===== config.mk =====
export PLATFORM = sky130hd
export DESIGN_NAME = uart_link_scheduler
export DESIGN_NICKNAME = d
export VERILOG_FILES = /design/src/rtl/uart_link_scheduler_pkg.sv /design/src/rtl/uart_link_scheduler_rx_fifo.sv /design/src/rtl/uart_link_scheduler.sv
export SDC_FILE = /design/constraint.sdc
export NUM_CORES = 1
export LEC_CHECK = 0
export BUFFER_PORTS_ARGS = -buffer_cell sky130_fd_sc_hd__buf_2
export CAP_MARGIN = 20
export CORE_MARGIN = 2
export CORE_UTILIZATION = 51
export DETAILED_ROUTE_END_ITERATION = 8
export PLACE_DENSITY = 0.75
export SYNTH_ARGS = -nofsm -noshare
export SYNTH_HDL_FRONTEND = slang
export SYNTH_SLANG_ARGS = --single-unit

===== constraint.sdc =====
create_clock -name clk -period 4.2 [get_ports clk]
set_input_delay 0.21 -clock clk [delete_from_list [all_inputs] [get_ports clk]]
set_output_delay 0.21 -clock clk [all_outputs]
set_load 0.05 [all_outputs]

===== src/rtl/uart_link_scheduler_pkg.sv =====
// Shared definitions for the UART link scheduler and its receive FIFO.
//   BYTE_W      : width of every data byte moved through the scheduler.
//   STROBE_ON/OFF : levels of the active-low uart_wr / uart_oen strobes.
//   state_e     : scheduler FSM states (IDLE, RD, WR, GAP).
package uart_link_scheduler_pkg;

  localparam int BYTE_W = 8;

  localparam logic STROBE_ON  = 1'b0;
  localparam logic STROBE_OFF = 1'b1;

  typedef enum logic [1:0] {
    ST_IDLE = 2'd0,
    ST_RD   = 2'd1,
    ST_WR   = 2'd2,
    ST_GAP  = 2'd3
  } state_e;

endpackage


===== src/rtl/uart_link_scheduler_rx_fifo.sv =====
// uart_rx_fifo: synchronous first-word-fall-through byte FIFO.
//   clk, rstn   : clock, asynchronous active-low reset (empties the FIFO).
//   push        : write push_data at the tail this cycle (ignored when full).
//   push_data   : byte to write.
//   pop         : drop the head this cycle (ignored when empty).
//   head        : current head byte, valid whenever level != 0.
//   level       : occupancy, 0..RX_DEPTH.
module uart_rx_fifo
  import uart_link_scheduler_pkg::*;
#(
  parameter int RX_DEPTH = 8
) (
  input  logic                       clk,
  input  logic                       rstn,
  input  logic                       push,
  input  logic [BYTE_W-1:0]          push_data,
  input  logic                       pop,
  output logic [BYTE_W-1:0]          head,
  output logic [$clog2(RX_DEPTH):0]  level
);

  localparam int AW = $clog2(RX_DEPTH);

  logic [BYTE_W-1:0] mem_q [RX_DEPTH];
  logic [AW-1:0]     wr_ptr_q, wr_ptr_d;
  logic [AW-1:0]     rd_ptr_q, rd_ptr_d;
  logic [AW:0]       level_q, level_d;
  logic              do_push, do_pop;

  always_comb begin
    do_push  = push && (level_q != (AW+1)'(RX_DEPTH));
    do_pop   = pop && (level_q != '0);
    wr_ptr_d = wr_ptr_q;
    rd_ptr_d = rd_ptr_q;
    level_d  = level_q;
    // Depth is a power of two, so the pointers wrap by natural overflow.
    if (do_push) wr_ptr_d = wr_ptr_q + AW'(1);
    if (do_pop)  rd_ptr_d = rd_ptr_q + AW'(1);
    case ({do_push, do_pop})
      2'b10:   level_d = level_q + (AW+1)'(1);
      2'b01:   level_d = level_q - (AW+1)'(1);
      default: level_d = level_q;
    endcase
  end

  always_ff @(posedge clk or negedge rstn) begin
    if (!rstn) begin
      wr_ptr_q <= '0;
      rd_ptr_q <= '0;
      level_q  <= '0;
    end else begin
      wr_ptr_q <= wr_ptr_d;
      rd_ptr_q <= rd_ptr_d;
      level_q  <= level_d;
    end
  end

  // Storage needs no reset: contents are only visible through level.
  always_ff @(posedge clk) begin
    if (do_push) mem_q[wr_ptr_q] <= push_data;
  end

  assign head  = mem_q[rd_ptr_q];
  assign level = level_q;

endmodule


===== src/rtl/uart_link_scheduler.sv =====
// uart_link_scheduler: shares one byte-wide UART core between N_REQ transmit
// requesters and one receive consumer.
//   uart_rxrdy/uart_txrdy/uart_data_rx : status and receive byte from the core.
//   uart_data_tx, uart_wr, uart_oen    : transmit byte and active-low strobes.
//   req_valid/req_data/req_ready       : transmit requesters, byte i at [8i+7:8i].
//   rx_data/rx_valid/rx_ready/rx_level : receive FIFO consumer side (FWFT).
//   grant_id                           : last granted requester.
//   state_dbg                          : current FSM state for observation.
//
// Handshakes: a requester raises req_valid with req_data and holds both until
// it sees req_ready (a one-cycle one-hot pulse coinciding with the uart_wr
// strobe). The consumer pops the FIFO head on any cycle where rx_valid and
// rx_ready are both 1; rx_ready with rx_valid=0 does nothing.
module uart_link_scheduler
  import uart_link_scheduler_pkg::*;
#(
  parameter int N_REQ      = 4,
  parameter int RX_DEPTH   = 8,
  parameter int GAP_CYCLES = 1
) (
  input  logic                        clk,
  input  logic                        rstn,
  input  logic                        uart_rxrdy,
  input  logic                        uart_txrdy,
  input  logic [BYTE_W-1:0]           uart_data_rx,
  output logic [BYTE_W-1:0]           uart_data_tx,
  output logic                        uart_wr,
  output logic                        uart_oen,
  input  logic [N_REQ-1:0]            req_valid,
  input  logic [BYTE_W*N_REQ-1:0]     req_data,
  output logic [N_REQ-1:0]            req_ready,
  output logic [BYTE_W-1:0]           rx_data,
  output logic                        rx_valid,
  input  logic                        rx_ready,
  output logic [$clog2(RX_DEPTH):0]   rx_level,
  output logic [$clog2(N_REQ)-1:0]    grant_id,
  output state_e                      state_dbg
);

  localparam int GID_W = $clog2(N_REQ);
  localparam int LVL_W = $clog2(RX_DEPTH) + 1;
  localparam int CNT_W = $clog2(GAP_CYCLES + 1);

  state_e             state_q, state_d;
  logic [CNT_W-1:0]   gap_cnt_q, gap_cnt_d;
  logic               wr_q, wr_d;
  logic               oen_q, oen_d;
  logic [BYTE_W-1:0]  data_tx_q, data_tx_d;
  logic [N_REQ-1:0]   req_ready_q, req_ready_d;
  logic [GID_W-1:0]   grant_id_q, grant_id_d;

  logic               rr_found;
  logic [GID_W-1:0]   rr_winner;
  logic [GID_W-1:0]   rr_idx;
  logic               fifo_full;
  logic               fifo_push;
  logic [LVL_W-1:0]   fifo_level;

  // Round-robin search: first requesting index after the last grant.
  always_comb begin
    rr_found  = 1'b0;
    rr_winner = grant_id_q;
    rr_idx    = grant_id_q;
    for (int k = 1; k <= N_REQ; k++) begin
      rr_idx = GID_W'((int'(grant_id_q) + k) % N_REQ);
      if (!rr_found && req_valid[rr_idx]) begin
        rr_found  = 1'b1;
        rr_winner = rr_idx;
      end
    end
  end

  assign fifo_full = (fifo_level == LVL_W'(RX_DEPTH));

  // Strobes and req_ready are computed for the state being entered, so the
  // registered outputs are low exactly while state_q is RD or WR.
  always_comb begin
    state_d     = state_q;
    gap_cnt_d   = gap_cnt_q;
    wr_d        = STROBE_OFF;
    oen_d       = STROBE_OFF;
    data_tx_d   = data_tx_q;
    req_ready_d = '0;
    grant_id_d  = grant_id_q;
    case (state_q)
      ST_IDLE: begin
        // Receive wins; a full FIFO leaves the byte in the core and lets
        // transmit use this cycle instead.
        if (uart_rxrdy && !fifo_full) begin
          state_d = ST_RD;
          oen_d   = STROBE_ON;
        end else if (uart_txrdy && rr_found) begin
          state_d                = ST_WR;
          wr_d                   = STROBE_ON;
          data_tx_d              = req_data[int'(rr_winner)*BYTE_W +: BYTE_W];
          grant_id_d             = rr_winner;
          req_ready_d[rr_winner] = 1'b1;
        end
      end
      ST_RD, ST_WR: begin
        state_d   = ST_GAP;
        gap_cnt_d = CNT_W'(GAP_CYCLES - 1);
      end
      ST_GAP: begin
        if (gap_cnt_q == '0) state_d = ST_IDLE;
        else                 gap_cnt_d = gap_cnt_q - CNT_W'(1);
      end
      default: state_d = ST_IDLE;
    endcase
  end

  always_ff @(posedge clk or negedge rstn) begin
    if (!rstn) begin
      state_q     <= ST_IDLE;
      gap_cnt_q   <= '0;
      wr_q        <= STROBE_OFF;
      oen_q       <= STROBE_OFF;
      data_tx_q   <= '0;
      req_ready_q <= '0;
      grant_id_q  <= GID_W'(N_REQ - 1);
    end else begin
      state_q     <= state_d;
      gap_cnt_q   <= gap_cnt_d;
      wr_q        <= wr_d;
      oen_q       <= oen_d;
      data_tx_q   <= data_tx_d;
      req_ready_q <= req_ready_d;
      grant_id_q  <= grant_id_d;
    end
  end

  // The core's receive byte is captured at the end of the RD cycle.
  assign fifo_push = (state_q == ST_RD);

  uart_rx_fifo #(
    .RX_DEPTH (RX_DEPTH)
  ) u_rx_fifo (
    .clk       (clk),
    .rstn      (rstn),
    .push      (fifo_push),
    .push_data (uart_data_rx),
    .pop       (rx_ready),
    .head      (rx_data),
    .level     (fifo_level)
  );

  assign rx_valid     = (fifo_level != '0);
  assign rx_level     = fifo_level;
  assign uart_wr      = wr_q;
  assign uart_oen     = oen_q;
  assign uart_data_tx = data_tx_q;
  assign req_ready    = req_ready_q;
  assign grant_id     = grant_id_q;
  assign state_dbg    = state_q;

endmodule


# Word-level counts from Yosys, hierarchy flattened
# Memory sizes are Yosys's and may differ from the RTL's.
# Index checks and enable logic that the tools add are counted.
dict set report word_totals {
  elab_cells 91
  output_inout_bits 31
  ramBits 64
  inputBits 49
  regBits 29
  mem_count 1
}
# name depth width read_ports rd_ports_with_merged_regs write_ports line
set mem_list {}
lappend mem_list {u_rx_fifo.mem_q 8 8 1 0 1 uart_link_scheduler_rx_fifo.sv:24} ;# logic [BYTE_W-1:0] mem_q [RX_DEPTH];
dict set report classes {
  bitwise_logic 1
  add_sub_neg 9
  order_cmp 6
  n_shift 1
  reduce_logical 19
  n_mux 35
  n_eq_ne 9
}
# operator n
set ops {}
lappend ops {{indexed part select 32 x 6 -> 8 bit} 1}
lappend ops {{2-to-1 mux 1 bit} 17}
lappend ops {{< comparator 2 x 3 -> 1 bit (second input constant)} 5}
lappend ops {{2-to-1 mux 2 bit} 7}
lappend ops {{2-to-1 mux 4 bit} 3}
lappend ops {{binary-select mux 1 bit (select 2 bit)} 4}
lappend ops {{logical AND 1 bit} 8}
lappend ops {{one-hot mux 4 bit (2 select lines)} 1}
lappend ops {{adder 3 x 1 -> 3 bit (second input constant)} 2}
lappend ops {{== test 2 bit (second input constant)} 3}
lappend ops {{one-hot mux 2 bit (3 select lines)} 1}
lappend ops {{adder 2 x 1 -> 2 bit (second input constant)} 2}
lappend ops {{adder 2 bit (second input constant)} 2}
lappend ops {{adder 4 x 1 -> 4 bit (second input constant)} 1}
lappend ops {{== test 2 x 1 -> 1 bit (second input constant)} 2}
lappend ops {{== test 4 bit (second input constant)} 1}
lappend ops {{zero test 1 bit} 4}
lappend ops {{!= test 4 bit (second input constant)} 1}
lappend ops {{nonzero test 2 bit} 2}
lappend ops {{nonzero test 4 bit} 1}
lappend ops {{subtractor 4 x 1 -> 4 bit (second input constant)} 1}
lappend ops {{!= test 3 bit (second input constant)} 1}
lappend ops {{AND reduction 3 bit} 1}
lappend ops {{demux 1 bit (select 2 bit)} 1}
lappend ops {{8 further kinds} 8}

# Logic depth before layout (Yosys ltp)
dict set report logic_depth {
  ltp_word 20
  mapped_depth 10
  mapped_depth_nobuf 10
}

# Modules after synthesis
# Synthesis repeated with hierarchy kept, for this count alone.
dict set report unflattened {
  hier_cells 272
  area_unflattened_um2 4331.7
}
# mod cells_each area_per_inst_um2 seq_area_each_um2 instances
set by_module_without_submodules {}
lappend by_module_without_submodules {uart_rx_fifo 158 3114.2 2172.1 1}
lappend by_module_without_submodules {uart_link_scheduler 114 1217.4 455.4 1}

# Worst setup path before layout
# Ideal clock, no wire load.
dict set report synth_path {
  path_type {register -> register}
  from {register u_rx_fifo.level_q[0], in the netlist u_rx_fifo.level[0]}
  to {register u_rx_fifo.level_q[3], in the netlist u_rx_fifo.level[3]}
  stages_incl_launch_ff 11
  path_slack_ps 1117
  t_arrival_ps 2939
  n_path_buf 0
  period_less_slack_ps 3083
  required_time_ps 4056
  setup_time_ps 144
  cell_sequence {dfrtp_1 -> or4_2 -> nand2_1 -> inv_1 -> ha_1 -> ha_1 -> a21o_2 -> a21oi_1 -> xnor2_1 -> nor2_1 -> xor2_1}
}
dict set report synth_between {
  elab_chain_cells 4
  word_cells_on_any_way 10
  cone_classes {2 x add/sub; 3 x eq/ne; 1 x mux; 4 x reduce/logical}
}
# element line
set synth_lines {}
lappend synth_lines {{start, declared} uart_link_scheduler_rx_fifo.sv:27} ;# logic [AW:0] level_q, level_d;
lappend synth_lines {{start signal, assigned} uart_link_scheduler_rx_fifo.sv:54} ;# level_q <= level_d;
lappend synth_lines {{nonzero test 4 bit *} n/a}
lappend synth_lines {{via rx_valid} uart_link_scheduler.sv:33} ;# output logic rx_valid,
lappend synth_lines {{logical AND 1 bit *} uart_link_scheduler_rx_fifo.sv:32} ;# do_pop = pop && (level_q != '0);
lappend synth_lines {{via u_rx_fifo.do_pop} uart_link_scheduler_rx_fifo.sv:28} ;# logic do_push, do_pop;
lappend synth_lines {{== test 2 x 1 -> 1 bit / == test 2 bit (equally long branches)} uart_link_scheduler_rx_fifo.sv:39} ;# case ({do_push, do_pop})
lappend synth_lines {{one-hot mux 4 bit (2 select lines) / nonzero test 2 bit (equally long branches)} n/a}
# Mark *: on every way through the listed nets, which the timed path passes. The rest lies on a longest branch.
# A chain may end at the register's enable or synchronous reset.

# Worst setup path in the final report
dict set report layout_path {
  from {register u_rx_fifo.level_q[0], in the netlist u_rx_fifo.level[0]}
  to {register u_rx_fifo.level_q[3], in the netlist u_rx_fifo.level[3]}
}
dict set report layout_between {
  elab_chain_cells 4
  word_cells_on_any_way 10
  cone_classes {2 x add/sub; 3 x eq/ne; 1 x mux; 4 x reduce/logical}
}
# element line
set layout_lines {}
lappend layout_lines {{nonzero test 4 bit *} uart_link_scheduler_rx_fifo.sv:32}
lappend layout_lines {{logical AND 1 bit *} uart_link_scheduler_rx_fifo.sv:32}
lappend layout_lines {{via u_rx_fifo.do_pop} uart_link_scheduler_rx_fifo.sv:28}
lappend layout_lines {{== test 2 x 1 -> 1 bit / == test 2 bit (equally long branches)} uart_link_scheduler_rx_fifo.sv:39}
lappend layout_lines {{one-hot mux 4 bit (2 select lines) / nonzero test 2 bit (equally long branches)} n/a}
# Marks and branches as above.

==> results.py <==
metrics = {
    "synthesis": {
        "combinational_family_with_the_most_area_after_synthesis": "multiplexers",
        "postSynth.topFlopCell": "sky130_fd_sc_hd__edfxtp_1",
        "yosys_register_bits": 92,
        "synth_sequential_area_ratio_pct": 65.2,
        "average_instance_area_after_synthesis_um2": 16.8,
        "async_flop_share_pct": 30.4,
        "mappedNetlistNets": 297,
        "ys_types": 46,
        "synth_area_um2": 4030,
        "synth_top_area_cell": "sky130_fd_sc_hd__edfxtp_1",
        "synth.area.top_cells": "sky130_fd_sc_hd__edfxtp_1 48%, sky130_fd_sc_hd__dfrtp_1 15%, sky130_fd_sc_hd__mux4_2 8.9%, sky130_fd_sc_hd__mux2i_1 4.2%, sky130_fd_sc_hd__a221oi_2 3.0%",
        "synth_adder_area_share_pct": 2.67,
        "synth_enable_flop_cells": 64,
        "yosys.area.top_type_share_pct": 47.7,
        "synth_warnings": 0,
        "complex_gate_fraction_of_the_synthesized_area_pct": 5.84,
        "synth_simple_gate_area_share_pct": 6.24,
        "share_of_the_synthesized_netlist_area_taken_by_xor_and_xnor_gates_pct": 1.52,
        "synthMuxAreaShare_pct": 16.0,
        "post_synthesis_instance_total": 240,
    },
    "sta": {
        "setup_viol": 0,
        "timing.final.hold_violations": 0,
        "layout_setup_ws_ns": 1.51,
        "final_period_minus_worst_setup_slack_ns": 2.69,
        "timing.fmax_ghz": 0.371,
        "period_utilization_pct": 64.2,
        "hold_slack_ns": 0.0330,
        "grt_setup_unrepaired": "false",
        "final.setup_skew_ns": 0.0107,
        "totalNegativeSetupSlack_ns": 0,
        "tightestPinTransition_ns": 0.934,
        "slew_violations": 0,
        "max_slew_margin_pct": 37.5,
    },
    "floorplan": {
        "die_area_um2": 8630,
        "io_pins": 80,
        "die_y_um": 92.9,
        "rows": 32,
        "floorplan.die.width_um": 92.9,
        "floorplan.core_area_um2": 7690,
        "initial_utilization_pct": 52.4,
    },
    "status": {
        "run_status": "completed",
    },
    "routing": {
        "route.detailed.drc": 0,
        "drt.antenna.violating_nets": 0,
        "drtPass1Iterations": 4,
        "viasPerCell": 5.43,
        "initialDrtViolationCount": 126,
        "num_vias": 2355,
        "postRouteWirelength_um": 7160,
        "wl_per_cell_um": 16.5,
    },
    "pwr": {
        "power_per_cell_area_nw_per_um2": 761,
        "total_leakage_power_nw": 1.91,
        "worst_ir_drop_vdd_v": 0.000432,
    },
    "place": {
        "pre_cts_ws_ns": 1.52,
        "half_perimeter_wire_length_after_detailed_placement_um": 5020,
        "buffer_ports.inserted": 79,
        "globalplace.congestion": 0.745,
    },
    "global_route": {
        "groute.usage.overall_pct": 17.6,
        "grt_pass1_vias": 2305,
        "wire_length_of_the_first_global_routing_pass_um": 11500,
        "antenna_found_initial": 0,
        "largest_net_degree_at_the_start_of_global_routing": 29,
        "grt_overflow": 0,
    },
    "layout": {
        "utilization_after_layout_pct": 61.9,
        "nNetsFinal": 384,
        "n_antenna_cell": 0,
        "fraction_of_final_layout_cells_sized_beyond_drive_strength_1_pct": 44.6,
        "area_delta_synth_final_pct": 18.1,
    },
    "setup_path": {
        "critPathKind": "reg -> reg",
        "crit_arrival_ns": 2.93,
        "critical_path.endpoint_type": "flip-flop",
        "worstPathMaxFanout": 6,
        "worst_setup_path_start_kind": "flip-flop",
        "crit_path_required_time_ns": 4.43,
    },
    "clocking": {
        "clkLatencyLatePin_ns": 0.35,
        "tritoncts_num_sinks": 92,
        "cts_tree": "done",
        "cts_htree_levels": 3,
        "clkSlewWorstSetupHoldPaths_ns": 0.08,
        "clock_tree.root_cell": "sky130_fd_sc_hd__clkbuf_8",
        "cts_buffer_depth": 2,
        "tritoncts.num_buffers": 9,
    },
    "worst_hold_path": {
        "timing.hold.worst.class": "in -> reg",
    },
    "flow_run": {
        "drv.max_cap_violation_count": 0,
    },
}
## sequential cells by signal, summed over array words and instances, names as in the netlist
| name | cells |
|---|---|
| grant_id | 2 |
| state_dbg | 2 |
| uart_data_tx | 8 |
| u_rx_fifo.level | 4 |
| u_rx_fifo.rd_ptr_q | 3 |
| uart_oen | 1 |
| req_ready | 4 |
| uart_wr | 1 |
| u_rx_fifo.wr_ptr_q | 3 |
| u_rx_fifo.mem_q | 64 |
## worst max-delay path: stages (launching register included)
cell and delay (ns):
sky130_fd_sc_hd__dfrtp_1 0.44, sky130_fd_sc_hd__or4_2 0.70, sky130_fd_sc_hd__nand2_1 0.15, sky130_fd_sc_hd__inv_1 0.07
sky130_fd_sc_hd__ha_1 0.23, sky130_fd_sc_hd__ha_1 0.28, sky130_fd_sc_hd__a21o_2 0.21, sky130_fd_sc_hd__a21oi_1 0.17
sky130_fd_sc_hd__xnor2_1 0.13, sky130_fd_sc_hd__nor2_1 0.06, sky130_fd_sc_hd__xor2_1 0.14
## cell usage in the layout (no fill, tap or decap), drive strengths merged, types with 2 or more instances in the layout
cell type | netlist | layout
buf | 7 | 84
edfxtp | 64 | 64
dfrtp | 24 | 24
nor2 | 19 | 19
mux2i | 17 | 17
mux4 | 16 | 16
inv | 10 | 11
mux2 | 10 | 10
nand2 | 10 | 10
clkbuf | 2 | 9
a221oi | 8 | 8
ha | 7 | 7
xnor2 | 5 | 5
o21ai | 5 | 5
nand2b | 4 | 4
dfstp | 4 | 4
clkinv | 0 | 4
nand3 | 3 | 3
nor3 | 3 | 3
a21oi | 2 | 2
xor2 | 2 | 2
and3 | 2 | 2
and2 | 2 | 2
a21o | 2 | 2
## kinds of logic after synthesis
logic type / count (synthesis)
and+or+nand+nor: 47
AOI/OAI and AO/OA: 24
buffers and inverters: 19
DFF: 92
adders and majority gates: 8
muxes: 43
xor gates and xnor gates: 7
## what timing repair did
item                      4_1_cts  5_1_grt
buffers inserted                0        0
gates resized for setup         0        0
hold endpoints to repair       24        0
hold buffers                    1        0
## cell usage after synthesis, types with 2 or more instances
library cell,count
sky130_fd_sc_hd__xnor2_1,5
sky130_fd_sc_hd__nor3_1,3
sky130_fd_sc_hd__nand2_1,9
sky130_fd_sc_hd__a221oi_2,8
sky130_fd_sc_hd__dfrtp_1,24
sky130_fd_sc_hd__mux2_2,10
sky130_fd_sc_hd__edfxtp_1,64
sky130_fd_sc_hd__a21oi_1,2
sky130_fd_sc_hd__nand3_1,3
sky130_fd_sc_hd__mux2i_1,17
sky130_fd_sc_hd__mux4_2,16
sky130_fd_sc_hd__o21ai_0,4
sky130_fd_sc_hd__xor2_1,2
sky130_fd_sc_hd__clkbuf_1,2
sky130_fd_sc_hd__dfstp_2,4
sky130_fd_sc_hd__ha_1,7
sky130_fd_sc_hd__buf_2,3
sky130_fd_sc_hd__nand2b_1,4
sky130_fd_sc_hd__inv_1,9
sky130_fd_sc_hd__nor2_1,18
## power by group
part           total, mW  leakage, nW  switching [mW]  internal (mW)
Sequential          1.36        0.907           0.176           1.18
Clock              0.564       0.0968           0.292          0.272
Combinational       1.70        0.905            1.06          0.641
Total               3.62         1.91            1.52           2.10
## metal layers
metal | vias to the layer above | share of wire [%] | global-route usage [%]
li1 | 1103 | - | -
met1 | 1174 | 46 | 24.6
met2 | 69 | 48 | 28.0
met3 | 9 | 4.5 | 3.25
met4 | 0 | 1.2 | 6.25
met5 | - | 0 | 0
## cell type report
type | instances | area [um^2]
fillers | 585 | 2930
flip-flops and latches | 92 | 2630
multi-input cells | 129 | 1310
repair buffers | 85 | 470
well taps | 102 | 128
clock buffers | 9 | 124
clock inverters | 7 | 65.1
inverters | 10 | 37.5
## final timing paths
path,startpoint,to,slack [ns],cells past startpoint
max in group asynchronous,rstn,u_rx_fifo.wr_ptr_q[2],3.39,2
hold reg to reg,u_rx_fifo.level[3],u_rx_fifo.level[3],0.53,1
setup / recovery,u_rx_fifo.level[0],u_rx_fifo.level[3],1.51,10
hold / removal,uart_rxrdy,uart_oen,0.03,2
min in group asynchronous,rstn,req_ready[0],0.41,2
setup reg to reg,u_rx_fifo.level[0],u_rx_fifo.level[3],1.51,10
## metrics by stage
step | power, mW | std cells | instance area, um^2
floorplan | 2.70 | 240 | 4030
global placement | 3.01 | 415 | 4520
detailed placement | 3.06 | 415 | 4520
CTS | 3.62 | 432 | 4710
global route | 3.82 | 434 | 4760
finish | 3.62 | 434 | 4760
(Power assumes the default switching activity.)
